### src/rtl/adc_serial_ctrl_multi_if.sv
// Signal bundle between the multi-channel ADC readout controller, the ADC pins
// and the host side.
// Handshake: adc_valid is a single-cycle pulse with no back-pressure; adc_data
// is valid in that cycle and holds until the next result. adc_ready is high only
// while the controller sits in IDLE, where a rising start edge (or continuous=1)
// launches the next result block.
interface adc_serial_ctrl_multi_if #(
  parameter int DATA_W = 14,
  parameter int N_CH   = 2
);
  logic                   SCLK;
  logic                   CNVST;
  logic                   CS;
  logic                   BUSY;
  logic [N_CH-1:0]        DOUT;
  logic                   start;
  logic                   continuous;
  logic [1:0]             avg_log2;
  logic [N_CH*DATA_W-1:0] adc_data;
  logic                   adc_valid;
  logic                   adc_ready;
  logic                   err_timeout;

  // Controller side
  modport master (
    output SCLK, CNVST, CS, adc_data, adc_valid, adc_ready, err_timeout,
    input  BUSY, DOUT, start, continuous, avg_log2
  );

  // ADC model / host side
  modport slave (
    input  SCLK, CNVST, CS, adc_data, adc_valid, adc_ready, err_timeout,
    output BUSY, DOUT, start, continuous, avg_log2
  );
endinterface

### src/rtl/adc_serial_ctrl_multi.sv
// Readout controller for a simultaneous-sampling serial ADC with N_CH data
// lines. Runs CNVST -> BUSY wait -> MSB-first serial read -> quiet gap, and
// optionally averages 2^avg_log2 conversions into one result per channel.
// Every pin and status output is a flop loaded from the FSM's next state, so
// outputs line up with the state register visible on debug_state.
module adc_serial_ctrl_multi #(
  parameter int DATA_W       = 14,
  parameter int N_CH         = 2,
  parameter int SCLK_HALF    = 2,
  parameter int CNV_LOW      = 1,
  parameter int CNV_WAIT     = 6,
  parameter int QUIET        = 4,
  parameter int BUSY_TIMEOUT = 255
) (
  input  logic                           CLK,
  input  logic                           RST,
  adc_serial_ctrl_multi_if.master        bus,
  output logic [2:0]                     debug_state
);

  typedef enum logic [2:0] {
    S_IDLE      = 3'd0,
    S_CONV      = 3'd1,
    S_WAIT_BUSY = 3'd2,
    S_READ      = 3'd3,
    S_QUIET     = 3'd4,
    S_ACC       = 3'd5
  } state_t;

  // Accumulator holds up to 8 samples without overflow.
  localparam int ACC_W   = DATA_W + 3;
  localparam int CNT_MAX = (BUSY_TIMEOUT > CNV_WAIT)
                         ? ((BUSY_TIMEOUT > QUIET) ? BUSY_TIMEOUT : QUIET)
                         : ((CNV_WAIT > QUIET) ? CNV_WAIT : QUIET);
  localparam int CNT_W   = $clog2(CNT_MAX + 1);
  localparam int PH_W    = $clog2(2 * SCLK_HALF);
  localparam int BIT_W   = $clog2(DATA_W + 1);

  localparam logic [CNT_W-1:0] CNV_LOW_C   = CNT_W'(CNV_LOW);
  localparam logic [CNT_W-1:0] CNV_END_C   = CNT_W'(CNV_WAIT - 1);
  localparam logic [CNT_W-1:0] TMO_END_C   = CNT_W'(BUSY_TIMEOUT - 1);
  localparam logic [CNT_W-1:0] QUIET_END_C = CNT_W'(QUIET - 1);
  localparam logic [PH_W-1:0]  PH_LOW_C    = PH_W'(SCLK_HALF);
  localparam logic [PH_W-1:0]  PH_END_C    = PH_W'(2 * SCLK_HALF - 1);
  localparam logic [BIT_W-1:0] BIT_END_C   = BIT_W'(DATA_W - 1);

  // FSM and sequencing registers
  state_t             state, state_n;
  logic [CNT_W-1:0]   cnt, cnt_n;         // phase count in CONV / WAIT_BUSY / QUIET
  logic [PH_W-1:0]    ph, ph_n;           // SCLK phase within one bit
  logic [BIT_W-1:0]   bit_idx, bit_n;     // bits shifted so far
  logic               tmo_q, tmo_n;       // current block aborted by BUSY timeout
  logic               start_d;

  // Registered outputs and their next values
  logic                   sclk_q, sclk_n;
  logic                   cnvst_q, cnvst_n;
  logic                   cs_q, cs_n;
  logic [N_CH*DATA_W-1:0] data_q, data_n;
  logic                   valid_q, valid_n;
  logic                   ready_q, ready_n;
  logic                   err_q, err_n;

  // Datapath
  logic [DATA_W-1:0] sreg [N_CH];
  logic [ACC_W-1:0]  acc  [N_CH];
  logic [ACC_W-1:0]  sum  [N_CH];
  logic [2:0]        sample_cnt;
  logic [1:0]        avg_q;
  logic [3:0]        n_target;
  logic              last_sample;
  logic              go;

  // Launch condition seen in IDLE: a fresh start edge or free-running mode.
  assign go          = (bus.start & ~start_d) | bus.continuous;
  assign n_target    = 4'd1 << avg_q;
  assign last_sample = ({1'b0, sample_cnt} + 4'd1) == n_target;

  // Running total including the sample just read, used for the final result.
  always_comb begin
    for (int k = 0; k < N_CH; k++) begin
      sum[k] = acc[k] + ACC_W'(sreg[k]);
    end
  end

  // Next-state logic plus next values of all registered outputs.
  always_comb begin
    state_n = state;
    cnt_n   = cnt;
    ph_n    = ph;
    bit_n   = bit_idx;
    tmo_n   = tmo_q;
    err_n   = err_q;
    valid_n = 1'b0;
    data_n  = data_q;

    case (state)
      S_IDLE: begin
        if (go) begin
          state_n = S_CONV;
          cnt_n   = '0;
          tmo_n   = 1'b0;
          err_n   = 1'b0;
        end
      end
      S_CONV: begin
        if (cnt == CNV_END_C) begin
          state_n = S_WAIT_BUSY;
          cnt_n   = '0;
        end else begin
          cnt_n = cnt + CNT_W'(1);
        end
      end
      S_WAIT_BUSY: begin
        if (!bus.BUSY) begin
          state_n = S_READ;
          ph_n    = '0;
          bit_n   = '0;
        end else if (cnt == TMO_END_C) begin
          // Abandon the block: pass through QUIET so CS recovery time is kept.
          state_n = S_QUIET;
          cnt_n   = '0;
          tmo_n   = 1'b1;
          err_n   = 1'b1;
        end else begin
          cnt_n = cnt + CNT_W'(1);
        end
      end
      S_READ: begin
        if (ph == PH_END_C) begin
          ph_n  = '0;
          bit_n = bit_idx + BIT_W'(1);
          if (bit_idx == BIT_END_C) begin
            state_n = S_QUIET;
            cnt_n   = '0;
          end
        end else begin
          ph_n = ph + PH_W'(1);
        end
      end
      S_QUIET: begin
        if (cnt == QUIET_END_C) begin
          if (tmo_q) begin
            state_n = S_IDLE;
          end else begin
            state_n = S_ACC;
            // The result lands in the ACC cycle itself, together with adc_valid.
            if (last_sample) begin
              valid_n = 1'b1;
              for (int k = 0; k < N_CH; k++) begin
                data_n[k*DATA_W +: DATA_W] = DATA_W'(sum[k] >> avg_q);
              end
            end
          end
        end else begin
          cnt_n = cnt + CNT_W'(1);
        end
      end
      S_ACC: begin
        if (last_sample) begin
          state_n = S_IDLE;
        end else begin
          state_n = S_CONV;
          cnt_n   = '0;
        end
      end
      default: begin
        state_n = S_IDLE;
      end
    endcase

    // Pin levels follow the state being entered so they align with debug_state.
    sclk_n  = !((state_n == S_READ) && (ph_n != '0) && (ph_n <= PH_LOW_C));
    cnvst_n = !((state_n == S_CONV) && (cnt_n < CNV_LOW_C));
    cs_n    = (state_n != S_READ);
    ready_n = (state_n == S_IDLE);
  end

  // State register, sequencing counters and registered outputs.
  always_ff @(posedge CLK) begin
    if (RST) begin
      state   <= S_IDLE;
      cnt     <= '0;
      ph      <= '0;
      bit_idx <= '0;
      tmo_q   <= 1'b0;
      start_d <= 1'b0;
      sclk_q  <= 1'b1;
      cnvst_q <= 1'b1;
      cs_q    <= 1'b1;
      data_q  <= '0;
      valid_q <= 1'b0;
      ready_q <= 1'b0;
      err_q   <= 1'b0;
    end else begin
      state   <= state_n;
      cnt     <= cnt_n;
      ph      <= ph_n;
      bit_idx <= bit_n;
      tmo_q   <= tmo_n;
      start_d <= bus.start;
      sclk_q  <= sclk_n;
      cnvst_q <= cnvst_n;
      cs_q    <= cs_n;
      data_q  <= data_n;
      valid_q <= valid_n;
      ready_q <= ready_n;
      err_q   <= err_n;
    end
  end

  // Shift registers, accumulators, sample count and the per-block average setting.
  always_ff @(posedge CLK) begin
    if (RST) begin
      sample_cnt <= '0;
      avg_q      <= '0;
      for (int k = 0; k < N_CH; k++) begin
        sreg[k] <= '0;
        acc[k]  <= '0;
      end
    end else begin
      if (state == S_IDLE && go) begin
        // avg_log2 is frozen here so mid-block changes have no effect.
        avg_q      <= bus.avg_log2;
        sample_cnt <= '0;
        for (int k = 0; k < N_CH; k++) begin
          acc[k] <= '0;
        end
      end
      if (state == S_READ && ph == '0) begin
        for (int k = 0; k < N_CH; k++) begin
          sreg[k] <= {sreg[k][DATA_W-2:0], bus.DOUT[k]};
        end
      end
      if (state == S_ACC) begin
        sample_cnt <= sample_cnt + 3'd1;
        for (int k = 0; k < N_CH; k++) begin
          acc[k] <= sum[k];
        end
      end
    end
  end

  assign bus.SCLK        = sclk_q;
  assign bus.CNVST       = cnvst_q;
  assign bus.CS          = cs_q;
  assign bus.adc_data    = data_q;
  assign bus.adc_valid   = valid_q;
  assign bus.adc_ready   = ready_q;
  assign bus.err_timeout = err_q;
  assign debug_state     = state;

endmodule

### src/flat_wrapper.sv
// flat-port wrapper written by rule: the top's interface ports become plain ports
module adc_serial_ctrl_multi_flat 
#(
  parameter int DATA_W       = 14,
  parameter int N_CH         = 2,
  parameter int SCLK_HALF    = 2,
  parameter int CNV_LOW      = 1,
  parameter int CNV_WAIT     = 6,
  parameter int QUIET        = 4,
  parameter int BUSY_TIMEOUT = 255
)
  (CLK, RST, debug_state, bus_SCLK, bus_CNVST, bus_CS, bus_adc_data, bus_adc_valid, bus_adc_ready, bus_err_timeout, bus_BUSY, bus_DOUT, bus_start, bus_continuous, bus_avg_log2);
  adc_serial_ctrl_multi_if #(.DATA_W(DATA_W), .N_CH(N_CH)) bus_i ();
  input  logic CLK;
  input  logic RST;
  output logic [2:0] debug_state;
  output wire logic [$bits(bus_i.SCLK)-1:0] bus_SCLK;
  output wire logic [$bits(bus_i.CNVST)-1:0] bus_CNVST;
  output wire logic [$bits(bus_i.CS)-1:0] bus_CS;
  output wire logic [$bits(bus_i.adc_data)-1:0] bus_adc_data;
  output wire logic [$bits(bus_i.adc_valid)-1:0] bus_adc_valid;
  output wire logic [$bits(bus_i.adc_ready)-1:0] bus_adc_ready;
  output wire logic [$bits(bus_i.err_timeout)-1:0] bus_err_timeout;
  input wire logic [$bits(bus_i.BUSY)-1:0] bus_BUSY;
  input wire logic [$bits(bus_i.DOUT)-1:0] bus_DOUT;
  input wire logic [$bits(bus_i.start)-1:0] bus_start;
  input wire logic [$bits(bus_i.continuous)-1:0] bus_continuous;
  input wire logic [$bits(bus_i.avg_log2)-1:0] bus_avg_log2;
  assign bus_SCLK = bus_i.SCLK;
  assign bus_CNVST = bus_i.CNVST;
  assign bus_CS = bus_i.CS;
  assign bus_adc_data = bus_i.adc_data;
  assign bus_adc_valid = bus_i.adc_valid;
  assign bus_adc_ready = bus_i.adc_ready;
  assign bus_err_timeout = bus_i.err_timeout;
  assign bus_i.BUSY = bus_BUSY;
  assign bus_i.DOUT = bus_DOUT;
  assign bus_i.start = bus_start;
  assign bus_i.continuous = bus_continuous;
  assign bus_i.avg_log2 = bus_avg_log2;
  adc_serial_ctrl_multi #(.DATA_W(DATA_W), .N_CH(N_CH), .SCLK_HALF(SCLK_HALF), .CNV_LOW(CNV_LOW), .CNV_WAIT(CNV_WAIT), .QUIET(QUIET), .BUSY_TIMEOUT(BUSY_TIMEOUT)) u_core (.CLK(CLK), .RST(RST), .bus(bus_i), .debug_state(debug_state));
endmodule
### config.mk
export PLATFORM = sky130hd
export DESIGN_NAME = adc_serial_ctrl_multi_flat
export DESIGN_NICKNAME = d
export VERILOG_FILES = /design/src/rtl/adc_serial_ctrl_multi_if.sv /design/src/rtl/adc_serial_ctrl_multi.sv /design/src/flat_wrapper.sv
export SDC_FILE = /design/constraint.sdc
export NUM_CORES = 1
export LEC_CHECK = 0
export BUFFER_PORTS_ARGS = -buffer_cell sky130_fd_sc_hd__buf_2
export CAP_MARGIN = 40
export CORE_AREA = 4 4 121 147
export CTS_CLUSTER_DIAMETER = 40
export CTS_CLUSTER_SIZE = 40
export DETAILED_ROUTE_END_ITERATION = 7
export DIE_AREA = 0 0 125 151
export GPL_TIMING_DRIVEN = 0
export HOLD_SLACK_MARGIN = 0.02
export PLACE_DENSITY = 0.6
export SETUP_SLACK_MARGIN = 0.5
export SYNTH_ARGS = -nofsm -noshare
export SYNTH_HDL_FRONTEND = slang
export SYNTH_SLANG_ARGS = --single-unit
### constraint.sdc
create_clock -name CLK -period 6.97 [get_ports CLK]
set_clock_uncertainty 0.1 [all_clocks]
set_input_delay 0.697 -clock CLK [delete_from_list [all_inputs] [get_ports CLK]]
set_output_delay 0.697 -clock CLK [all_outputs]
set_load 0.1 [all_outputs]
== After elaboration in Yosys (flattened, before gate mapping) ==
Memory sizes are Yosys's and may differ from the RTL's.
Cells that the tools add are included.

* Logic and storage cells: 126
* Bits in registers: 57
* Memories kept: 2
* Memory bits (writable): 62
* Output and inout port bits: 37

* $lt $le $gt $ge: 2
* $add $sub $neg: 7
* Shift-type cells: 3
* Bitwise logic cells: 12
* Multiplexer cells: 49
* Reductions and logical operators: 18
* Equal/unequal tests: 19

{| class="wikitable"
|+ Memory list
! name !! depth !! width !! rd ports !! clocked after Yosys merged registers in !! wr ports !! line !! source
|-
| u_core.acc || 2 || 17 || 2 || 0 || 2 || adc_serial_ctrl_multi.sv:66 || <nowiki>logic [ACC_W-1:0] acc [N_CH];</nowiki>
|-
| u_core.sreg || 2 || 14 || 2 || 0 || 2 || adc_serial_ctrl_multi.sv:65 || <nowiki>logic [DATA_W-1:0] sreg [N_CH];</nowiki>
|}

{| class="wikitable"
|+ Operator list
! kind !! number
|-
| 17-bit two-way mux || 4
|-
| 8-bit two-way mux || 8
|-
| 8-bit case mux with 6 select lines || 1
|-
| 17-bit by 14-bit adder with 17-bit output || 2
|-
| 17-bit by 2-bit >> shifter with 14-bit output || 2
|-
| 3-bit two-way mux || 10
|-
| 14-bit two-way mux || 2
|-
| 3-bit case mux with 6 select lines || 1
|-
| 1-bit two-way mux || 16
|-
| 3-bit by 2-bit == test with 1-bit output, second input constant || 3
|-
| 8-bit by 1-bit adder with 8-bit output, second input constant || 1
|-
| 8-bit by 2-bit == test with 1-bit output, second input constant || 1
|-
| 8-bit by 3-bit == test with 1-bit output, second input constant || 1
|-
| 8-bit == test, second input constant || 1
|-
| 8-bit by 1-bit < comparator with 1-bit output, second input constant || 1
|-
| 4-bit two-way mux || 2
|-
| 4-bit case mux with 2 select lines || 1
|-
| 4-bit AND reduction || 2
|-
| 2-bit nonzero test || 4
|-
| 1-bit OR || 7
|-
| 3-bit by 1-bit == test with 1-bit output, second input constant || 2
|-
| 3-bit == test, second input constant || 2
|-
| 3-bit logical NOT || 2
|-
| 2-bit by 1-bit inequality test with 1-bit output, second input constant || 3
|-
| other kinds (21) || 31
|}

== Logic depth before layout (Yosys ltp) ==
* Depth after elaboration: 9
* Gate-level depth with buffers: 12

== Least setup slack after synthesis ==
OpenSTA, ideal clock, no wires.

* Path type: reg2reg
* From: register u_core.state[0] (netlist: u_core.debug_state[0])
* To: memory u_core.sreg[0][0], enable pin
* Data arrival time: 2.680 ns
* Stages on the path, launching flop included: 6
* Data required time: 6.481 ns
* Path slack: 3.801 ns
* Library setup time: 0.389 ns
* Cells stage by stage: dfxtp_1 > clkbuf_2 > inv_1 > nor3_1 > nand2_1 > nand2b_1

{| class="wikitable"
|+ RTL lines
! item !! line !! source
|-
| from (decl) || adc_serial_ctrl_multi.sv:48 || <nowiki>state_t state, state_n;</nowiki>
|-
| from (signal assigned) || adc_serial_ctrl_multi.sv:196 || <nowiki>state <= state_n;</nowiki>
|-
| to (decl) || adc_serial_ctrl_multi.sv:65 ||
|}

==> qor.csv <==
metric,value,unit
status,"finished, final reports clean",
R2R depth,11,
Post-Syn Area,7260,sq um
vias per inst,5.81,
setup TNS,0,ps
Syn Nets,818,
crit path kind,flop to flop,
final worst path period share,0.491,
Hold Crit Depth,2,
fmax,292,MHz
Overflow after GRT,0,
dpl hpwl,14400,microns
Worst Hold Class,flop to flop,
CTS sink count,119,
Placer Congestion,0.902,
Syn. warnings,0,
RSZ-0062 raised after global routing,no,
CP Launch Type,flop,
MaxCap Viol Count,0,
cells after synthesis,771,
Worst EP required,7170,ps
Worst Hold End,u_core.bus.adc_data[7]$_SDFFE_PP0P_,
total number of vias,6177,
Leakage,3.42,nW
Max rail drop VDD,164,uV
Combinational Power Share,0.156,
Worst-path clk slew,60,ps
ys flop type,edfxtp_1,
initial antenna violation count,0,
Final setup violation count,0,
Rel. slew slack,0.436,
"Net count, final",882,
# rows,52,
clock power share,0.459,
Max Slew Vio Count,0,
die height,151,microns
DRT iter0 DRCs,395,
TritonRoute pass-1 iters,5,
HP Start,u_core.bus.adc_data[7]$_SDFFE_PP0P_,
total CTS buffers,17,
CP Data Arrival Time,3620,ps
CTS tree,done,
CP max FO,4,
fin crit period,3420,ps
clk_lat worst skew,420,ps
Seq cells post-synth,119,
total wire length,19900,microns
"EDFF count, synth",62,
"commonest non-fill, non-tap cell in the layout",nor2_1,
worst path cell trace,"ha_1, inv_1, fa_1, nand2b_1, a2111oi_0, or2_1, a31o_2, nor2_1, mux2_2, o21ai_0, o21ai_1",
asr flop ratio synth,0,
register area share after synthesis,0.414,
post-synth cell types,89,
Seq pwr share,0.385,
share of cells above drive strength 1,0.154,
core box area,16500,sq um
cell at the slowest stage of the critical path,a2111oi_0,
setup repair bufs after CTS,0,
sw power,0.558,mW
I/O pin count,46,
Sw Ratio,0.277,
Final ANT Viol Nets,0,
post_cts resized,0,
Final Hold Viols,0,
r2r endpoint,u_core.bus.adc_data[11]$_SDFFE_PP0P_,
internal power,1.45,mW
# hold bufs at CTS,0,
htree depth,4,
first-pass GRT wire length,31900,microns
effective utilization at floorplan,0.439,
ANT cells,0,
die area,18900,sq um
# DRC,0,
CP Capture Type,flop,
vias in the first global route,6131,
Filler Cell Count,1557,
width of the die,125,microns
I/O Buffers,44,
most frequent cells in the layout,"nor2_1, edfxtp_1, dfxtp_1",
maximum buffer depth of the clock tree,2,
Pwr Total,2.01,mW
Root Buffer,clkbuf_16,
wire per inst,18.7,microns
worst reg2reg path startpoint,u_core.sreg[0][0]$_SDFFCE_PN0P_,
CP peak stage delay,670,ps
Synth-to-Final Area Change,15.8,%
PwrDens,239,nW/um^2
largest net degree at the start of global routing,29,
Reg2Reg Setup Slack,3550,ps
total track usage,0.212,
Mean Syn Cell Area,9.41,sq um
worst slew pin tran,846,ps
[flip-flops by register name, indices dropped and copies added, names as in the netlist, 2 cells and up]
signal,cells
u_core.acc,34
u_core.bus.adc_data,28
u_core.sreg,28
u_core.cnt,8
u_core.bit_idx,4
u_core.debug_state,3
u_core.sample_cnt,3
u_core.avg_q,2
u_core.ph,2
[final cells by class]
| cell class | instances | area (sq um) | share of cell area |
|---|---|---|---|
| plain buffers | 39 | 186 | 0.0222 |
| clock buffers | 21 | 526 | 0.0626 |
| clock inverters | 11 | 103 | 0.0122 |
| inverters | 26 | 97.6 | 0.0116 |
| multi-input cells | 587 | 3970 | 0.473 |
| flip-flops and latches | 119 | 3000 | 0.358 |
| well taps | 216 | 270 | 0.0322 |
| repair buffers | 45 | 240 | 0.0286 |
[how the worst max path moves through the flow]
stage	startpoint	to	cells past startpoint
finish	u_core.sreg[0][0]$_SDFFCE_PN0P_	u_core.bus.adc_data[11]$_SDFFE_PP0P_	11
CTS	u_core.sreg[0][0]$_SDFFCE_PN0P_	u_core.bus.adc_data[11]$_SDFFE_PP0P_	11
detailed placement	u_core.sreg[0][0]$_SDFFCE_PN0P_	u_core.bus.adc_data[11]$_SDFFE_PP0P_	11
global route	u_core.sreg[0][0]$_SDFFCE_PN0P_	u_core.bus.adc_data[12]$_SDFFE_PP0P_	10
floorplan	u_core.debug_state[0]$_SDFF_PP0_	u_core.sreg[0][0]$_SDFFCE_PN0P_	5
global placement	RST	u_core.sreg[0][7]$_SDFFCE_PN0P_	3
[per-stage QoR]
stage / hold slack [ps] / instance area [sq um] / setup WS (ps) / utilization / instances
after CTS: 352 / 8400 / 3590 / 0.508 / 1064
final: 352 / 8400 / 3550 / 0.508 / 1064
after global routing: 385 / 8400 / 3400 / 0.508 / 1064
after floorplan: 413 / 7260 / 3800 / - / 771
after detailed placement: 345 / 7770 / 3640 / 0.470 / 1032
after global placement: 340 / 7750 / 3460 / 0.469 / 1031
[metal layers]
layer	routed length (microns)	track usage	part of all wire
met1	8490	0.251	0.43
met2	10000	0.383	0.50
met3	854	0.0423	0.043
met4	516	0.0765	0.026
met5	0	0	0
[worst max-delay path, delay by kind of cell (launching register included)]
| family | cells | cell delay, ps |
|---|---|---|
| muxes | 1 | 290 |
| buffers and inverters | 1 | 70 |
| adders and majority gates | 2 | 610 |
| AOI/OAI and AO/OA | 4 | 1320 |
| DFF | 1 | 380 |
| and+or+nand+nor | 3 | 530 |
[Yosys cell counts (4+ instances only)]
| cell | count | area, sq um |
|---|---|---|
| o21a_1 | 5 | 37.5 |
| mux2i_1 | 13 | 130 |
| a21o_1 | 8 | 60.1 |
| mux4_2 | 7 | 158 |
| a21oi_1 | 48 | 240 |
| nand2b_1 | 8 | 50.1 |
| nor3_1 | 24 | 120 |
| or3_1 | 7 | 43.8 |
| nor2_1 | 92 | 345 |
| and3_1 | 10 | 62.6 |
| a211oi_1 | 15 | 113 |
| o21ai_1 | 7 | 35.0 |
| clkbuf_1 | 25 | 93.8 |
| buf_2 | 6 | 30.0 |
| inv_1 | 23 | 86.3 |
| nand4_1 | 7 | 43.8 |
| or2_2 | 6 | 37.5 |
| nor3b_1 | 5 | 37.5 |
| xnor2_1 | 19 | 166 |
| ha_1 | 36 | 450 |
| nand2_1 | 55 | 206 |
| and2_1 | 47 | 294 |
| xor2_1 | 8 | 70.1 |
| o21ai_0 | 29 | 145 |
| dfxtp_1 | 57 | 1140 |
| o311a_1 | 4 | 40.0 |
| nand3_1 | 14 | 70.1 |
| o211ai_1 | 8 | 60.1 |
| mux2_2 | 5 | 56.3 |
| nor2b_1 | 8 | 50.1 |
| a31oi_1 | 4 | 25.0 |
| edfxtp_1 | 62 | 1860 |
[power by group through the flow]
stage / Clock [mW] / Sequential, mW / Combinational (mW)
6_report: 0.923 / 0.774 / 0.313
5_1_grt: 0.966 / 0.776 / 0.341
4_1_cts: 0.934 / 0.774 / 0.310
3_5_place_dp: 0 / 0.788 / 0.307
3_3_place_gp: 0 / 0.789 / 0.300
2_1_floorplan: 0 / 0.798 / 0.220
[kinds of logic (layout without fill, tap and decap cells)]
kind of cell | after synthesis | count (layout) | synth area share
xor gates and xnor gates | 27 | 27 | 0.0326
buffers and inverters | 65 | 142 | 0.0391
adders and majority gates | 38 | 38 | 0.0676
AOI/OAI and AO/OA | 183 | 183 | 0.174
DFF | 119 | 119 | 0.414
muxes | 25 | 25 | 0.0474
and+or+nand+nor | 314 | 314 | 0.225
(Power assumes the default switching activity.)
